$ cat src/rtl/hamming_pkg.sv
// hamming_pkg: flit/byte types and the Hamming(7,4) encoder shared by the
// flit encoder and the downstream decoder.
package hamming_pkg;

    typedef struct packed {
        logic [3:0] dest;
        logic [6:0] cw;
    } flit_t;

    typedef struct packed {
        logic [3:0] dest;
        logic [3:0] payload;
    } src_byte_t;

    // Codeword bit index i carries Hamming position i+1
    localparam int P1_IDX = 0;
    localparam int P2_IDX = 1;
    localparam int D0_IDX = 2;
    localparam int P4_IDX = 3;
    localparam int D1_IDX = 4;
    localparam int D2_IDX = 5;
    localparam int D3_IDX = 6;

    function automatic logic [6:0] hamming74_encode(input logic [3:0] d);
        logic [6:0] cw;
        cw         = '0;
        cw[D0_IDX] = d[0];
        cw[D1_IDX] = d[1];
        cw[D2_IDX] = d[2];
        cw[D3_IDX] = d[3];
        cw[P1_IDX] = d[0] ^ d[1] ^ d[3];
        cw[P2_IDX] = d[0] ^ d[2] ^ d[3];
        cw[P4_IDX] = d[1] ^ d[2] ^ d[3];
        return cw;
    endfunction

endpackage

$ cat src/rtl/hamming_flit_encoder_fifo.sv
// flit_fifo: power-of-two circular buffer; an extra pointer MSB separates
// full from empty.
module flit_fifo #(
    parameter int DEPTH = 4,
    parameter int W     = 11
) (
    input  logic                   clk,
    input  logic                   reset,
    input  logic                   push_i,
    input  logic [W-1:0]           din_i,
    input  logic                   pop_i,
    output logic [W-1:0]           dout_o,
    output logic                   full_o,
    output logic                   empty_o,
    output logic [$clog2(DEPTH):0] level_o
);
    localparam int AW = $clog2(DEPTH);

    logic [W-1:0] mem_q [DEPTH];
    logic [AW:0]  wr_ptr_q, wr_ptr_d;
    logic [AW:0]  rd_ptr_q, rd_ptr_d;

    assign empty_o = (wr_ptr_q == rd_ptr_q);
    assign full_o  = (wr_ptr_q[AW] != rd_ptr_q[AW]) &&
                     (wr_ptr_q[AW-1:0] == rd_ptr_q[AW-1:0]);
    assign level_o = wr_ptr_q - rd_ptr_q;
    assign dout_o  = mem_q[rd_ptr_q[AW-1:0]];

    always_comb begin
        wr_ptr_d = wr_ptr_q;
        rd_ptr_d = rd_ptr_q;
        if (push_i) wr_ptr_d = wr_ptr_q + (AW+1)'(1);
        if (pop_i)  rd_ptr_d = rd_ptr_q + (AW+1)'(1);
    end

    always_ff @(posedge clk or posedge reset) begin
        if (reset) begin
            wr_ptr_q <= '0;
            rd_ptr_q <= '0;
        end else begin
            wr_ptr_q <= wr_ptr_d;
            rd_ptr_q <= rd_ptr_d;
        end
    end

    always_ff @(posedge clk) begin
        if (push_i) mem_q[wr_ptr_q[AW-1:0]] <= din_i;
    end

endmodule

$ cat src/rtl/hamming_flit_encoder.sv
// hamming_flit_encoder: encodes payload nibbles at write time into a FIFO
// drained through a registered head. HAMMING_ERR_INJECT_EN adds error injection.
module hamming_flit_encoder
    import hamming_pkg::*;
#(
    parameter int DEPTH = 4,
    parameter int CNT_W = 16
) (
    input  logic                   clk,
    input  logic                   reset,
`ifdef HAMMING_ERR_INJECT_EN
    input  logic                   err_inj_en,
    input  logic [2:0]             err_inj_bit,
    input  logic                   err_inj_once,
`endif
    input  logic                   in_valid,
    output logic                   in_ready,
    input  logic [7:0]             in_data,
    output logic                   out_valid,
    input  logic                   out_ready,
    output logic [10:0]            out_flit,
    output logic [CNT_W-1:0]       flit_count,
    output logic [$clog2(DEPTH):0] fifo_level
);
    localparam int            LW      = $clog2(DEPTH) + 1;
    localparam logic [LW-1:0] MAX_LVL = LW'(DEPTH + 1);

    logic             in_ready_q, in_ready_d;
    logic             out_valid_q, out_valid_d;
    flit_t            out_flit_q, out_flit_d;
    logic [CNT_W-1:0] flit_count_q, flit_count_d;

    src_byte_t   src;
    flit_t       wr_flit;
    flit_t       fifo_dout;
    logic [6:0]  inj_mask;
    logic        push, out_pop, load;
    logic        fifo_full, fifo_empty;
    logic [LW-1:0] fifo_cnt, nxt_level;

    assign src     = in_data;
    assign push    = in_valid && in_ready_q;
    assign out_pop = out_valid_q && out_ready;
    // Head register refills whenever it is empty or being consumed this edge
    assign load    = (!out_valid_q || out_pop) && !fifo_empty;

    assign wr_flit.dest = src.dest;
    assign wr_flit.cw   = hamming74_encode(src.payload) ^ inj_mask;

`ifdef HAMMING_ERR_INJECT_EN
    logic inj_spent_q, inj_spent_d;

    always_comb begin
        inj_mask    = '0;
        inj_spent_d = inj_spent_q;
        if (err_inj_en && !inj_spent_q && err_inj_bit != 3'd7)
            inj_mask[err_inj_bit] = 1'b1;
        if (!err_inj_en)
            inj_spent_d = 1'b0;
        else if (push && err_inj_once)
            inj_spent_d = 1'b1;
    end

    always_ff @(posedge clk or posedge reset) begin
        if (reset) inj_spent_q <= 1'b0;
        else       inj_spent_q <= inj_spent_d;
    end
`else
    assign inj_mask = '0;
`endif

    flit_fifo #(
        .DEPTH (DEPTH),
        .W     ($bits(flit_t))
    ) u_fifo (
        .clk     (clk),
        .reset   (reset),
        .push_i  (push && !fifo_full),
        .din_i   (wr_flit),
        .pop_i   (load),
        .dout_o  (fifo_dout),
        .full_o  (fifo_full),
        .empty_o (fifo_empty),
        .level_o (fifo_cnt)
    );

    always_comb begin
        out_valid_d  = out_valid_q;
        out_flit_d   = out_flit_q;
        if (load) begin
            out_valid_d = 1'b1;
            out_flit_d  = fifo_dout;
        end else if (out_pop) begin
            out_valid_d = 1'b0;
        end
        flit_count_d = flit_count_q + CNT_W'(out_pop);
        nxt_level    = fifo_cnt + LW'(out_valid_q) + LW'(push) - LW'(out_pop);
        in_ready_d   = (nxt_level != MAX_LVL);
    end

    always_ff @(posedge clk or posedge reset) begin
        if (reset) begin
            in_ready_q   <= 1'b0;
            out_valid_q  <= 1'b0;
            out_flit_q   <= '0;
            flit_count_q <= '0;
        end else begin
            in_ready_q   <= in_ready_d;
            out_valid_q  <= out_valid_d;
            out_flit_q   <= out_flit_d;
            flit_count_q <= flit_count_d;
        end
    end

    assign in_ready   = in_ready_q;
    assign out_valid  = out_valid_q;
    assign out_flit   = out_flit_q;
    assign flit_count = flit_count_q;
    assign fifo_level = fifo_cnt + LW'(out_valid_q);

endmodule
$ cat config.mk
export PLATFORM = sky130hd
export DESIGN_NAME = hamming_flit_encoder
export DESIGN_NICKNAME = d
export VERILOG_FILES = /design/src/rtl/hamming_pkg.sv /design/src/rtl/hamming_flit_encoder_fifo.sv /design/src/rtl/hamming_flit_encoder.sv
export SDC_FILE = /design/constraint.sdc
export NUM_CORES = 1
export LEC_CHECK = 0
export CAP_MARGIN = 10
export CORE_ASPECT_RATIO = 0.75
export CORE_MARGIN = 2
export CORE_UTILIZATION = 29
export DETAILED_ROUTE_END_ITERATION = 8
export PLACE_DENSITY_LB_ADDON = 0.1
export REMOVE_ABC_BUFFERS = 1
export SYNTH_ARGS = -nofsm -noshare
export SYNTH_HDL_FRONTEND = slang
export SYNTH_HIERARCHICAL = 1
export SYNTH_SLANG_ARGS = --single-unit
$ cat constraint.sdc
create_clock -name clk -period 7.9 [get_ports clk]
set_clock_uncertainty 0.2 [all_clocks]
set_input_delay 0.79 -clock clk [delete_from_list [all_inputs] [get_ports clk]]
set_output_delay 0.79 -clock clk [all_outputs]
set_load 0.01 [all_outputs]
==> impl_results.md <==
- Status: complete, no violations
- Sequential Area: 2197 um2
- Post-synthesis register bit count: 79
- Die area: 12390 um2
- Clk sinks: 79
- Synth area leaders: edfxtp_1, dfrtp_1, mux4_2
- Initial antenna violation count: 0
- Multi-input gate area in the final layout: 1076 um2
- Met1 wire length: 3262 um
- RePlAce Congestion: 0.6818
- ANT cells: 0
- R2r startpoint: u_fifo/rd_ptr_q[0]$_DFFE_PP0P_
- Critical Path Source Type: flip-flop
- Post-CTS Setup Bufs: 0
- Area Overhead vs Synth: 26.39%
- GRT Resource Usage Total: 11.31%
- # DRC: 0
- Final wirelength: 6264 um
- TritonCTS Buffers: 9
- Via count: 1753
- Non-filler instance count after layout: 396
- Overall Power: 1.791 mW
- Port-buffer cells: 43
- R2R cell count: 9
- Die X: 127.9 um
- Cell taking the most area after synthesis: edfxtp_1
- First-pass GRT wire length: 10360 um
- Clk_lat worst skew: 0.33 ns
- Clock tree buffer depth: 2
- Max Freq: 0.2503 GHz
- Hold Crit Depth: 1
- Max_cap viols: 0
- Async SR Flop Fraction: 44.30%
- Core Area: 11070 um2
- Synthesized area per cell: 16.77 um2
- Cell area after layout: 4219 um2
- Clock root buffer: clkbuf_16
- Power per cell area: 424.5 nW/um2
- Ports: 44
- Min-Delay Path Class: reg -> reg
- Share of layout cells above drive strength 1: 16.41%
- DR WL met3: 207 um
- Final Hold Viols: 0
- Post-CTS sizing: 0
- Post-Synthesis Cells: 199
- Wire length on met2: 2701 um
- Ys Warns: 6
- Post-synth cell types: 28
- FP Rows: 33
- # fillers: 1044
- Largest net degree at the start of global routing: 30
- Max VDD drop: 0.5094 mV
- Dominant cell by count in the synthesized netlist: edfxtp_1
- Highest routed metal layer: met4
- Starting density of the core: 30.17%
- Leakage: 1.619 nW
- Most frequent cells after synthesis: edfxtp_1, dfrtp_1, xnor2_1
- Sum Neg Setup Slack: 0 ns
- Congestion Overflow GR: 0
- Reg2reg end: in_ready$_DFF_PP0_
- Req. time, crit path: 6.91 ns
- Crit. End Element: output pin
- Post-DP HPWL: 4149 um
- CTS tree: done
- Hold path start: flit_count[15]$_DFF_PP0_
- Post-synth EDFFs: 44
- H-tree levels: 3
- Avg Vias per Cell: 4.427
- First drt pass iteration count: 4
- Placed cell count: 380
- Critical path arrival: 3.01 ns
- Share of the synthesized area in the top cell type: 39.58%
- Worst-path clk slew: 0.05 ns
- Final setup fails: 0
- Layout Nets: 276
- Ys flop type: edfxtp_1
- Final Slew Violations: 0
- R2R Setup Slk: 4.47 ns
- Kind of critical path: reg -> out
- Drt initial violations: 119
- Netlist Area Pre-Place: 3338 um2
- Hold Buf Count CTS: 0
- Fin util: 38.13%
- Final ANT Viol Nets: 0
- Fin crit share: 50.57%
- Dpl cell area: 3928 um2
- Vias in the first global route: 1891
- Worst-Margin Slew: 1.049 ns
- Largest fanout on the critical path: 14
- Drt wl/cell: 15.82 um
- Unrepaired setup endpoints after global routing: no
- Die Y: 96.92 um
- Register area share after synthesis: 65.82%
- Clock period minus worst slack: 3.995 ns
- Worst min-delay path endpoint: flit_count[15]$_DFF_PP0_
- Max-slew headroom: 30.04%
-- worst max path at each step --
stage                     cells after the start                      startpoint                  to  slack (ns)
after floorplan                               9  u_fifo/rd_ptr_q[0]$_DFFE_PP0P_  in_ready$_DFF_PP0_        4.67
after global placement                        6  u_fifo/rd_ptr_q[0]$_DFFE_PP0P_       fifo_level[2]        4.19
after detailed placement                      6  u_fifo/rd_ptr_q[0]$_DFFE_PP0P_       fifo_level[2]        4.23
after CTS                                     6  u_fifo/rd_ptr_q[0]$_DFFE_PP0P_       fifo_level[2]        3.84
after global routing                          6  u_fifo/rd_ptr_q[0]$_DFFE_PP0P_       fifo_level[2]        3.68
final                                         6  u_fifo/rd_ptr_q[0]$_DFFE_PP0P_       fifo_level[2]        3.90
-- state kept, by name, summed over array words and instances, names as in the netlist --
| register | flops |
|---|---|
| in_ready | 1 |
| u_fifo/mem_q | 44 |
| out_flit | 11 |
| u_fifo/rd_ptr_q | 3 |
| u_fifo/wr_ptr_q | 3 |
| flit_count | 16 |
| out_valid | 1 |
-- power breakdown --
group / switching [mW] / internal, mW / leakage (nW)
sequential: 0.0972 / 0.564 / 0.833
combinational: 0.319 / 0.408 / 0.649
clock: 0.151 / 0.251 / 0.138
-- layout make-up --
type	instances	area share, %
flip-flops and latches	79	52.08
multi-input cells	106	25.50
repair buffers	44	10.38
clock buffers	12	5.842
well taps	140	4.152
clock inverters	4	1.068
inverters	11	0.9786
-- per-stage QoR --
step / hold WS [ns] / setup WS (ns)
floorplan: 0.2607 / 4.669
global placement: 0.2612 / 4.194
detailed placement: 0.2702 / 4.232
CTS: 0.2779 / 3.842
global route: 0.3025 / 3.678
finish: 0.2783 / 3.905
-- cells by family (layout without fill, tap and decap cells) --
logic type      after synthesis  after routing  synth area share, %
fa+ha+maj                    13             13                5.322
buf+inv                      14             71                1.949
compound gates                4              4               0.7121
simple gates                 38             38                6.559
xor+xnor                     29             29                8.284
mux                          22             22                11.36
flops                        79             79                65.82
-- metal layers --
metal / vias to the layer above / GRT usage, %
li1: 825 / -
met1: 884 / 16.12
met2: 38 / 15.84
met3: 6 / 3.706
met4: 0 / 4.565
met5: - / 0
-- cells in the final DEF, fill, tap and decap left out, drive strengths merged, types with 3 or more instances in the layout --
master	netlist	final
dfrtp	35	35
nand4	4	4
clkdlybuf4s50	0	43
xnor2	19	19
ha	11	11
nor2	4	4
o21ai	3	3
inv	11	11
and2	4	4
nand2	10	10
clkbuf	0	12
edfxtp	44	44
and3	8	8
xor2	10	10
mux2	11	11
nand3	5	5
mux4	11	11
-- worst max-delay path, stage by stage (launching register included) --
cell	delay, ns
dfrtp_1	0.89
ha_1	0.27
inv_1	0.05
fa_1	0.45
ha_1	0.24
xor2_2	0.21
clkdlybuf4s50_1	0.57
Note: power is estimated with default switching activity, not from simulation.
